$ cat src/rtl/pong_core.sv
// Pong game engine: FSM, ball kinematics, paddle control, scoring and serve.
// Geometry is evaluated once per frame pulse; outputs are registered.
module pong_core #(
  parameter int CORDW   = 10,
  parameter int SCW     = 4,
  parameter int WIN     = 5,
  parameter int H_RES   = 640,
  parameter int V_RES   = 480,
  parameter int B_SIZE  = 20,
  parameter int B_VELX  = 9,
  parameter int B_VELY  = 5,
  parameter int VMAX_X  = 14,
  parameter int VMAX_Y  = 10,
  parameter int SPEEDUP = 5,
  parameter int P_ALT   = 48,
  parameter int P_LARG  = 10,
  parameter int P_OFF   = 35,
  parameter int P_VEL   = 7,
  parameter int AI_VEL  = 5
) (
  input  logic             clk_pix,
  input  logic             rst_pix,
  input  logic             frame,
  input  logic             mode,
  input  logic             btn_fire,
  input  logic             btn_pause,
  input  logic             p1_up,
  input  logic             p1_dn,
  input  logic             p2_up,
  input  logic             p2_dn,
  output logic [CORDW-1:0] ball_x,
  output logic [CORDW-1:0] ball_y,
  output logic [CORDW-1:0] pad_l_y,
  output logic [CORDW-1:0] pad_r_y,
  output logic [SCW-1:0]   score_l,
  output logic [SCW-1:0]   score_r,
  output logic [2:0]       game_state,
  output logic [1:0]       winner
);

  // Two guard bits so sums such as x+B_SIZE+vx never wrap.
  localparam int XW = CORDW + 2;
  localparam int HW = $clog2(SPEEDUP + 1);
  typedef logic [XW-1:0] xw_t;
  typedef logic [HW-1:0] hit_t;

  typedef enum logic [2:0] {
    ST_NEW   = 3'd0,
    ST_READY = 3'd1,
    ST_PLAY  = 3'd2,
    ST_PAUSE = 3'd3,
    ST_END   = 3'd4
  } state_t;

  localparam xw_t LFACE  = xw_t'(P_OFF + P_LARG);
  localparam xw_t RFACE  = xw_t'(H_RES - P_OFF - P_LARG);
  localparam xw_t RSERVE = xw_t'(H_RES - P_OFF - P_LARG - B_SIZE);
  localparam xw_t BS     = xw_t'(B_SIZE);
  localparam xw_t HR     = xw_t'(H_RES);
  localparam xw_t VR     = xw_t'(V_RES);
  localparam xw_t YMAX   = xw_t'(V_RES - B_SIZE);
  localparam xw_t BCEN   = xw_t'((V_RES - B_SIZE) / 2);
  localparam xw_t PA     = xw_t'(P_ALT);
  localparam xw_t PMAX   = xw_t'(V_RES - P_ALT);
  localparam xw_t PCEN   = xw_t'((V_RES - P_ALT) / 2);
  localparam xw_t PV     = xw_t'(P_VEL);
  localparam xw_t AV     = xw_t'(AI_VEL);
  localparam xw_t VX0    = xw_t'(B_VELX);
  localparam xw_t VY0    = xw_t'(B_VELY);
  localparam xw_t VXMAX  = xw_t'(VMAX_X);
  localparam xw_t VYMAX  = xw_t'(VMAX_Y);
  localparam xw_t HALF_B = xw_t'(B_SIZE / 2);
  localparam xw_t HALF_P = xw_t'(P_ALT / 2);

  function automatic xw_t pad_step(input xw_t pad, input logic up, input logic dn,
                                   input xw_t step);
    xw_t r;
    r = pad;
    if (up && !dn) begin
      if (pad < step) r = '0;
      else            r = pad - step;
    end else if (dn && !up) begin
      if (pad + step > PMAX) r = PMAX;
      else                   r = pad + step;
    end else begin
      r = pad;
    end
    return r;
  endfunction

  function automatic xw_t sat_inc(input xw_t v, input xw_t vmax);
    xw_t r;
    if (v >= vmax) r = vmax;
    else           r = v + xw_t'(1);
    return r;
  endfunction

  state_t         state_q, state_d;
  logic [1:0]     winner_q, winner_d;
  logic [SCW-1:0] score_l_q, score_l_d, score_r_q, score_r_d;
  xw_t            ball_x_q, ball_x_d, ball_y_q, ball_y_d;
  xw_t            pad_l_q, pad_l_d, pad_r_q, pad_r_d;
  xw_t            vx_q, vx_d, vy_q, vy_d;
  logic           dir_x_q, dir_x_d;   // 1 = moving right
  logic           dir_y_q, dir_y_d;   // 1 = moving down
  logic           serve_q, serve_d;   // 1 = serve from the right
  hit_t           hits_q, hits_d;
  logic           mode_q, mode_d;
  logic           prev_fire_q, prev_pause_q;

  logic fire_e_s, pause_e_s;
  logic hit_s, point_l_s, point_r_s, ai_up_s, ai_dn_s;
  hit_t hits_inc_s;
  xw_t  ball_c_s, pad_c_s;

  assign fire_e_s  = btn_fire & ~prev_fire_q;
  assign pause_e_s = btn_pause & ~prev_pause_q;

  // Next-state logic for the game FSM and all per-frame kinematics.
  always_comb begin
    state_d    = state_q;
    winner_d   = winner_q;
    score_l_d  = score_l_q;
    score_r_d  = score_r_q;
    ball_x_d   = ball_x_q;
    ball_y_d   = ball_y_q;
    pad_l_d    = pad_l_q;
    pad_r_d    = pad_r_q;
    vx_d       = vx_q;
    vy_d       = vy_q;
    dir_x_d    = dir_x_q;
    dir_y_d    = dir_y_q;
    serve_d    = serve_q;
    hits_d     = hits_q;
    mode_d     = mode_q;
    hit_s      = 1'b0;
    point_l_s  = 1'b0;
    point_r_s  = 1'b0;
    hits_inc_s = hits_q + hit_t'(1);
    ball_c_s   = ball_y_q + HALF_B;
    pad_c_s    = pad_r_q + HALF_P;
    ai_up_s    = (pad_c_s > ball_c_s + AV);
    ai_dn_s    = (pad_c_s + AV < ball_c_s);

    case (state_q)
      ST_NEW: begin
        score_l_d = '0;
        score_r_d = '0;
        winner_d  = 2'd0;
        serve_d   = 1'b0;
        state_d   = ST_READY;
      end
      ST_READY: begin
        ball_y_d = BCEN;
        pad_l_d  = PCEN;
        pad_r_d  = PCEN;
        vx_d     = VX0;
        vy_d     = VY0;
        hits_d   = '0;
        if (serve_q) begin
          ball_x_d = RSERVE;
          dir_x_d  = 1'b0;
        end else begin
          ball_x_d = LFACE;
          dir_x_d  = 1'b1;
        end
        if (fire_e_s) begin
          state_d = ST_PLAY;
          mode_d  = mode;
        end else begin
          state_d = ST_READY;
        end
      end
      ST_PLAY: begin
        if (pause_e_s) begin
          state_d = ST_PAUSE;
        end else if (frame) begin
          if (!dir_x_q) begin
            if (ball_x_q >= LFACE && ball_x_q <= LFACE + vx_q &&
                ball_y_q + BS > pad_l_q && ball_y_q < pad_l_q + PA) begin
              hit_s    = 1'b1;
              ball_x_d = LFACE;
              dir_x_d  = 1'b1;
            end else if (ball_x_q < vx_q) begin
              point_r_s = 1'b1;
            end else begin
              ball_x_d = ball_x_q - vx_q;
            end
          end else begin
            if (ball_x_q + BS <= RFACE && ball_x_q + BS + vx_q >= RFACE &&
                ball_y_q + BS > pad_r_q && ball_y_q < pad_r_q + PA) begin
              hit_s    = 1'b1;
              ball_x_d = RFACE - BS;
              dir_x_d  = 1'b0;
            end else if (ball_x_q + BS + vx_q >= HR) begin
              point_l_s = 1'b1;
            end else begin
              ball_x_d = ball_x_q + vx_q;
            end
          end

          if (dir_y_q) begin
            if (ball_y_q + BS + vy_q >= VR) begin
              ball_y_d = YMAX;
              dir_y_d  = 1'b0;
            end else begin
              ball_y_d = ball_y_q + vy_q;
            end
          end else begin
            if (ball_y_q < vy_q) begin
              ball_y_d = '0;
              dir_y_d  = 1'b1;
            end else begin
              ball_y_d = ball_y_q - vy_q;
            end
          end

          // Speed increments are applied after this frame's motion.
          if (hit_s) begin
            if (hits_inc_s == hit_t'(SPEEDUP)) begin
              hits_d = '0;
              vx_d   = sat_inc(vx_q, VXMAX);
              vy_d   = sat_inc(vy_q, VYMAX);
            end else begin
              hits_d = hits_inc_s;
            end
          end else begin
            hits_d = hits_q;
          end

          pad_l_d = pad_step(pad_l_q, p1_up, p1_dn, PV);
          if (mode_q) pad_r_d = pad_step(pad_r_q, p2_up, p2_dn, PV);
          else        pad_r_d = pad_step(pad_r_q, ai_up_s, ai_dn_s, AV);

          if (point_r_s) begin
            score_r_d = score_r_q + SCW'(1);
            serve_d   = 1'b1;
            if (score_r_d == SCW'(WIN)) begin
              winner_d = 2'd2;
              state_d  = ST_END;
            end else begin
              state_d = ST_READY;
            end
          end else if (point_l_s) begin
            score_l_d = score_l_q + SCW'(1);
            serve_d   = 1'b0;
            if (score_l_d == SCW'(WIN)) begin
              winner_d = 2'd1;
              state_d  = ST_END;
            end else begin
              state_d = ST_READY;
            end
          end else begin
            state_d = ST_PLAY;
          end
        end else begin
          state_d = ST_PLAY;
        end
      end
      ST_PAUSE: begin
        if (pause_e_s) state_d = ST_PLAY;
        else           state_d = ST_PAUSE;
      end
      ST_END: begin
        if (fire_e_s) state_d = ST_NEW;
        else          state_d = ST_END;
      end
      default: begin
        state_d = ST_NEW;
      end
    endcase
  end

  // State register with asynchronous clear.
  always_ff @(posedge clk_pix or posedge rst_pix) begin
    if (rst_pix) begin
      state_q      <= ST_NEW;
      winner_q     <= 2'd0;
      score_l_q    <= '0;
      score_r_q    <= '0;
      ball_x_q     <= LFACE;
      ball_y_q     <= BCEN;
      pad_l_q      <= PCEN;
      pad_r_q      <= PCEN;
      vx_q         <= VX0;
      vy_q         <= VY0;
      dir_x_q      <= 1'b1;
      dir_y_q      <= 1'b1;
      serve_q      <= 1'b0;
      hits_q       <= '0;
      mode_q       <= 1'b0;
      prev_fire_q  <= 1'b0;
      prev_pause_q <= 1'b0;
    end else begin
      state_q      <= state_d;
      winner_q     <= winner_d;
      score_l_q    <= score_l_d;
      score_r_q    <= score_r_d;
      ball_x_q     <= ball_x_d;
      ball_y_q     <= ball_y_d;
      pad_l_q      <= pad_l_d;
      pad_r_q      <= pad_r_d;
      vx_q         <= vx_d;
      vy_q         <= vy_d;
      dir_x_q      <= dir_x_d;
      dir_y_q      <= dir_y_d;
      serve_q      <= serve_d;
      hits_q       <= hits_d;
      mode_q       <= mode_d;
      prev_fire_q  <= btn_fire;
      prev_pause_q <= btn_pause;
    end
  end

  assign ball_x     = ball_x_q[CORDW-1:0];
  assign ball_y     = ball_y_q[CORDW-1:0];
  assign pad_l_y    = pad_l_q[CORDW-1:0];
  assign pad_r_y    = pad_r_q[CORDW-1:0];
  assign score_l    = score_l_q;
  assign score_r    = score_r_q;
  assign game_state = state_q;
  assign winner     = winner_q;

endmodule

$ cat config.mk
export PLATFORM = sky130hd
export DESIGN_NAME = pong_core
export DESIGN_NICKNAME = d
export VERILOG_FILES = /design/src/rtl/pong_core.sv
export SDC_FILE = /design/constraint.sdc
export NUM_CORES = 1
export LEC_CHECK = 0
export BUFFER_PORTS_ARGS = -buffer_cell sky130_fd_sc_hd__buf_2
export CORE_UTILIZATION = 60
export CTS_CLUSTER_SIZE = 14
export DETAILED_ROUTE_END_ITERATION = 7
export GPL_TIMING_DRIVEN = 0
export PLACE_DENSITY = 0.8
export REMOVE_ABC_BUFFERS = 1
export SYNTH_ARGS = -nofsm -noshare
export SYNTH_HDL_FRONTEND = slang
export SYNTH_SLANG_ARGS = --single-unit
$ cat constraint.sdc
create_clock -name clk_pix -period 5.6 [get_ports clk_pix]
set_input_delay 1.12 -clock clk_pix [delete_from_list [all_inputs] [get_ports clk_pix]]
set_output_delay 1.12 -clock clk_pix [all_outputs]
set_load 0.01 [all_outputs]
==> reports/results.ini <==
[placed_design]
gp_congestion=0.9790
dp_hpwl_mm=28.23
placed_cell_area_sq_mm=0.01305
io_buffers=62
pre_cts_ws_ns=-0.01952

[detailed_routing]
drc_errors=0
dr.pass1.iters=6
via_per_inst=6.723
drt_iter0_drc=1066
vias=12940
drt-wirelength-per-cell_um=19.78
routed_wirelength_mm=38.05
final_antenna_net_count=0

[grt]
grt_pass1_wl_mm=61.35
overflow=0
grt_pass1_vias=12320
grt_max_degree=71
grt_util_all_layers=0.3454
antenna_found_initial=0

[sta]
rsz0062_at_grt=no
maxSlewViolCount=0
postLayoutSetupSlackWorst_ns=0.3358
worstMarginPinSlew_ns=1.091
finClkSkew_ns=0.02003
finalCriticalPeriod_ns=5.264
max_freq_ghz=0.1900
slew_headroom=0.2730
hold_viol_final=0
finalCritPeriodShare=0.9400
setup_viol=0

[clocking]
cts_made_buffers=9
cts_hold_buf=0
clock-sinks=94
htreeDepth=3
cts-root-buf=clkbuf_16
insertion_delay_ns=0.37
cts_buffer_depth=2
clkTransAtPathRegs_ns=0.08
cts_tree=built

[logic_synthesis]
ys_warn_count=0
synth_enable_flop_cells=0
synth-seq-area-share=0.1845
yosysUniqueCellTypes=82
syn_inst=1680
async_reset_ff_frac=1.000
synth_area_per_cell_sq_um=7.681
syn_area_sq_mm=0.01290
synth_flop_cell=dfrtp_1
ys_seq_elements=94

[setup_path]
r2r_start=vx_q[1]
cp.arrival_ns=5.57
crit_type=flop to flop
cp_max_fo=14
start_kind=flop
cp-end-kind=flop
crit_required_ns=5.91
critPathLaunch=vx_q[1]

[hold_path]
hp-start=winner[1]
hold_path.class=flop to flop

[die]
die_w_um=148.7
core_area_sq_mm=0.02102
num_io_pins=63
num_rows=53
dieArea_sq_mm=0.02210
start_util=0.6138
fp.dieH_um=148.7

[layout]
final_area_sq_mm=0.01343
area_growth_pct=4.044
antennaDiodeCount=0
final_nets=1837
final.fill_count=1860
drive_above_1_share=0.08490

[power_and_ir_drop]
vdd_drop_max_uv=335.9
power_density_mw_per_mm2=597.1
p_leak_nw=5.942

[run]
drv_cap=0

[run_status]
status=completed

-- state kept, by name, indices dropped and copies added, names as in the netlist --
name,count
prev_fire_q,1
dir_y_q,1
prev_pause_q,1
game_state,3
pad_l_q,12
pad_r_q,12
hits_q,3
winner,2
ball_x_q,12
dir_x_q,1
mode_q,1
score_r,4
vy_q,12
score_l,4
ball_y_q,12
vx_q,12
serve_q,1
-- cells in the final DEF (no fill, tap or decap), types with 13 or more instances in the layout --
| cell type | synthesis | routed |
|---|---|---|
| inv_1 | 114 | 113 |
| o31ai_1 | 20 | 19 |
| o211ai_1 | 20 | 20 |
| a21o_1 | 24 | 24 |
| a21oi_1 | 140 | 138 |
| nor4_1 | 21 | 21 |
| a211oi_1 | 15 | 15 |
| o21ai_0 | 119 | 119 |
| a221oi_1 | 14 | 14 |
| o21a_1 | 13 | 13 |
| xnor2_1 | 91 | 91 |
| dfstp_2 | 23 | 23 |
| dfrtp_1 | 71 | 70 |
| o21bai_1 | 13 | 13 |
| buf_2 | 7 | 62 |
| ha_1 | 179 | 179 |
| nand4_1 | 32 | 32 |
| a31oi_1 | 24 | 24 |
| xor2_1 | 25 | 25 |
| nand2b_1 | 27 | 27 |
| nand2_1 | 121 | 121 |
| nor2_1 | 132 | 131 |
| nor3_1 | 48 | 47 |
| nor2b_1 | 21 | 20 |
| nand3_1 | 40 | 40 |
-- timing repair --
item,4_1_cts,5_1_grt
setup endpoints to repair,1,31
resized for setup,1,9
setup buffers,0,0
-- worst max-delay path, cell delays in order, from the launching register on --
cell,delay [ns]
dfrtp_1,0.54
inv_1,0.18
nor2_1,0.25
nor2_1,0.12
a21oi_1,0.30
o21ai_0,0.21
nor2_1,0.17
xnor2_1,0.15
ha_1,0.28
a21oi_1,0.14
o21ai_0,0.19
a211oi_1,0.46
o211ai_1,0.24
o31ai_4,0.55
a311oi_2,0.07
buf_4,0.23
nor3_1,0.83
a32o_1,0.29
-- layer usage --
layer  part of all wire  global-route usage  vias to the layer above
li1                   -                   -                     6060
met1               0.42              0.4475                     6125
met2               0.47              0.5731                      635
met3              0.077             0.03650                      115
met4              0.034              0.1660                        0
met5                  0                   0                        -
-- kinds of logic (layout without fill, tap and decap cells) --
group                    count (synthesis)  in the layout  share of synthesized area
flip-flops                              94             94                     0.1845
adder cells (fa/ha/maj)                183            183                     0.1798
buffers and inverters                  234            203                    0.08184
XOR/XNOR                               116            116                    0.07874
AO/OA/AOI/OAI                          535            535                     0.2739
AND/OR/NAND/NOR                        509            509                     0.1929
multiplexers                             9              9                   0.008339
-- Yosys cell counts, drive strengths merged (5+ instances only) --
master   instances  area [sq um]
xnor2           91         797.0
a221oi          14         122.6
o31ai           20         150.1
o211ai          20         150.1
o22a             8         70.07
o21a            13         97.59
a211oi          16         125.1
a21oi          141         709.4
inv            116         435.4
nor4            21         131.4
o21bai          13         97.59
and2             9         56.30
nor2           132         495.5
nor3b            6         45.04
or3             11         68.82
nand2b          27         168.9
nand3           40         200.2
o311ai           5         43.80
and3            12         75.07
a2111oi          7         61.31
a311oi           8         70.07
a32oi            7         61.31
buf             53         376.6
nand3b           7         52.55
a31oi           24         150.1
o221ai          11         96.34
a21o            24         180.2
a211o            6         52.55
dfstp           23         604.3
nor2b           21         131.4
nand4           32         200.2
ha             179          2240
nand2          122         460.5
clkbuf          61         229.0
o211a            5         50.05
o22ai            8         50.05
a32o            12         120.1
nor3            48         240.2
o21ai          122         610.6
or2              9         56.30
xor2            25         219.0
dfrtp           71          1777
-- final cells by class --
cell class | instances | area (sq um) | share of cell area
Inverter | 120 | 452.9 | 0.03374
Sequential cell | 94 | 2382 | 0.1774
Tap cell | 275 | 344.1 | 0.02563
Clock inverter | 7 | 103.9 | 0.007735
Timing Repair Buffer | 67 | 382.9 | 0.02852
Multi-Input combinational cell | 1352 | 9534 | 0.7102
Clock buffer | 9 | 225.2 | 0.01678
-- path summary, 6_finish.rpt --
| path | slack, ns | to | cells after the start |
|---|---|---|---|
| hold reg to reg | 0.50 | winner[1] | 1 |
| min in group asynchronous | 0.73 | pad_r_q[5] | 2 |
| max in group asynchronous | 4.15 | dir_y_q | 3 |
| hold / removal | 0.50 | winner[1] | 1 |
| setup / recovery | 0.34 | ball_x_q[6] | 17 |
| setup reg to reg | 0.34 | ball_x_q[6] | 17 |
-- stage by stage --
stage                     power [mW]    util  instances  hold WS [ns]  setup TNS (ns)
after floorplan                5.411       -       1566        0.4615               0
after global placement         6.752  0.6162       1903        0.4842          -34.29
after detailed placement       7.025  0.6208       1908        0.4810        -0.01952
after CTS                      7.786  0.6366       1924        0.5051               0
after global routing           8.666  0.6387       1924        0.5242               0
final                          8.016  0.6387       1924        0.4986               0
-- report_power, final --
| group | internal, mW | total (mW) | switching [mW] |
|---|---|---|---|
| clock network | 0.400 | 0.726 | 0.326 |
| registers | 0.875 | 1.39 | 0.518 |
| logic | 2.30 | 5.90 | 3.60 |
Power figures use the tool's default switching activity.
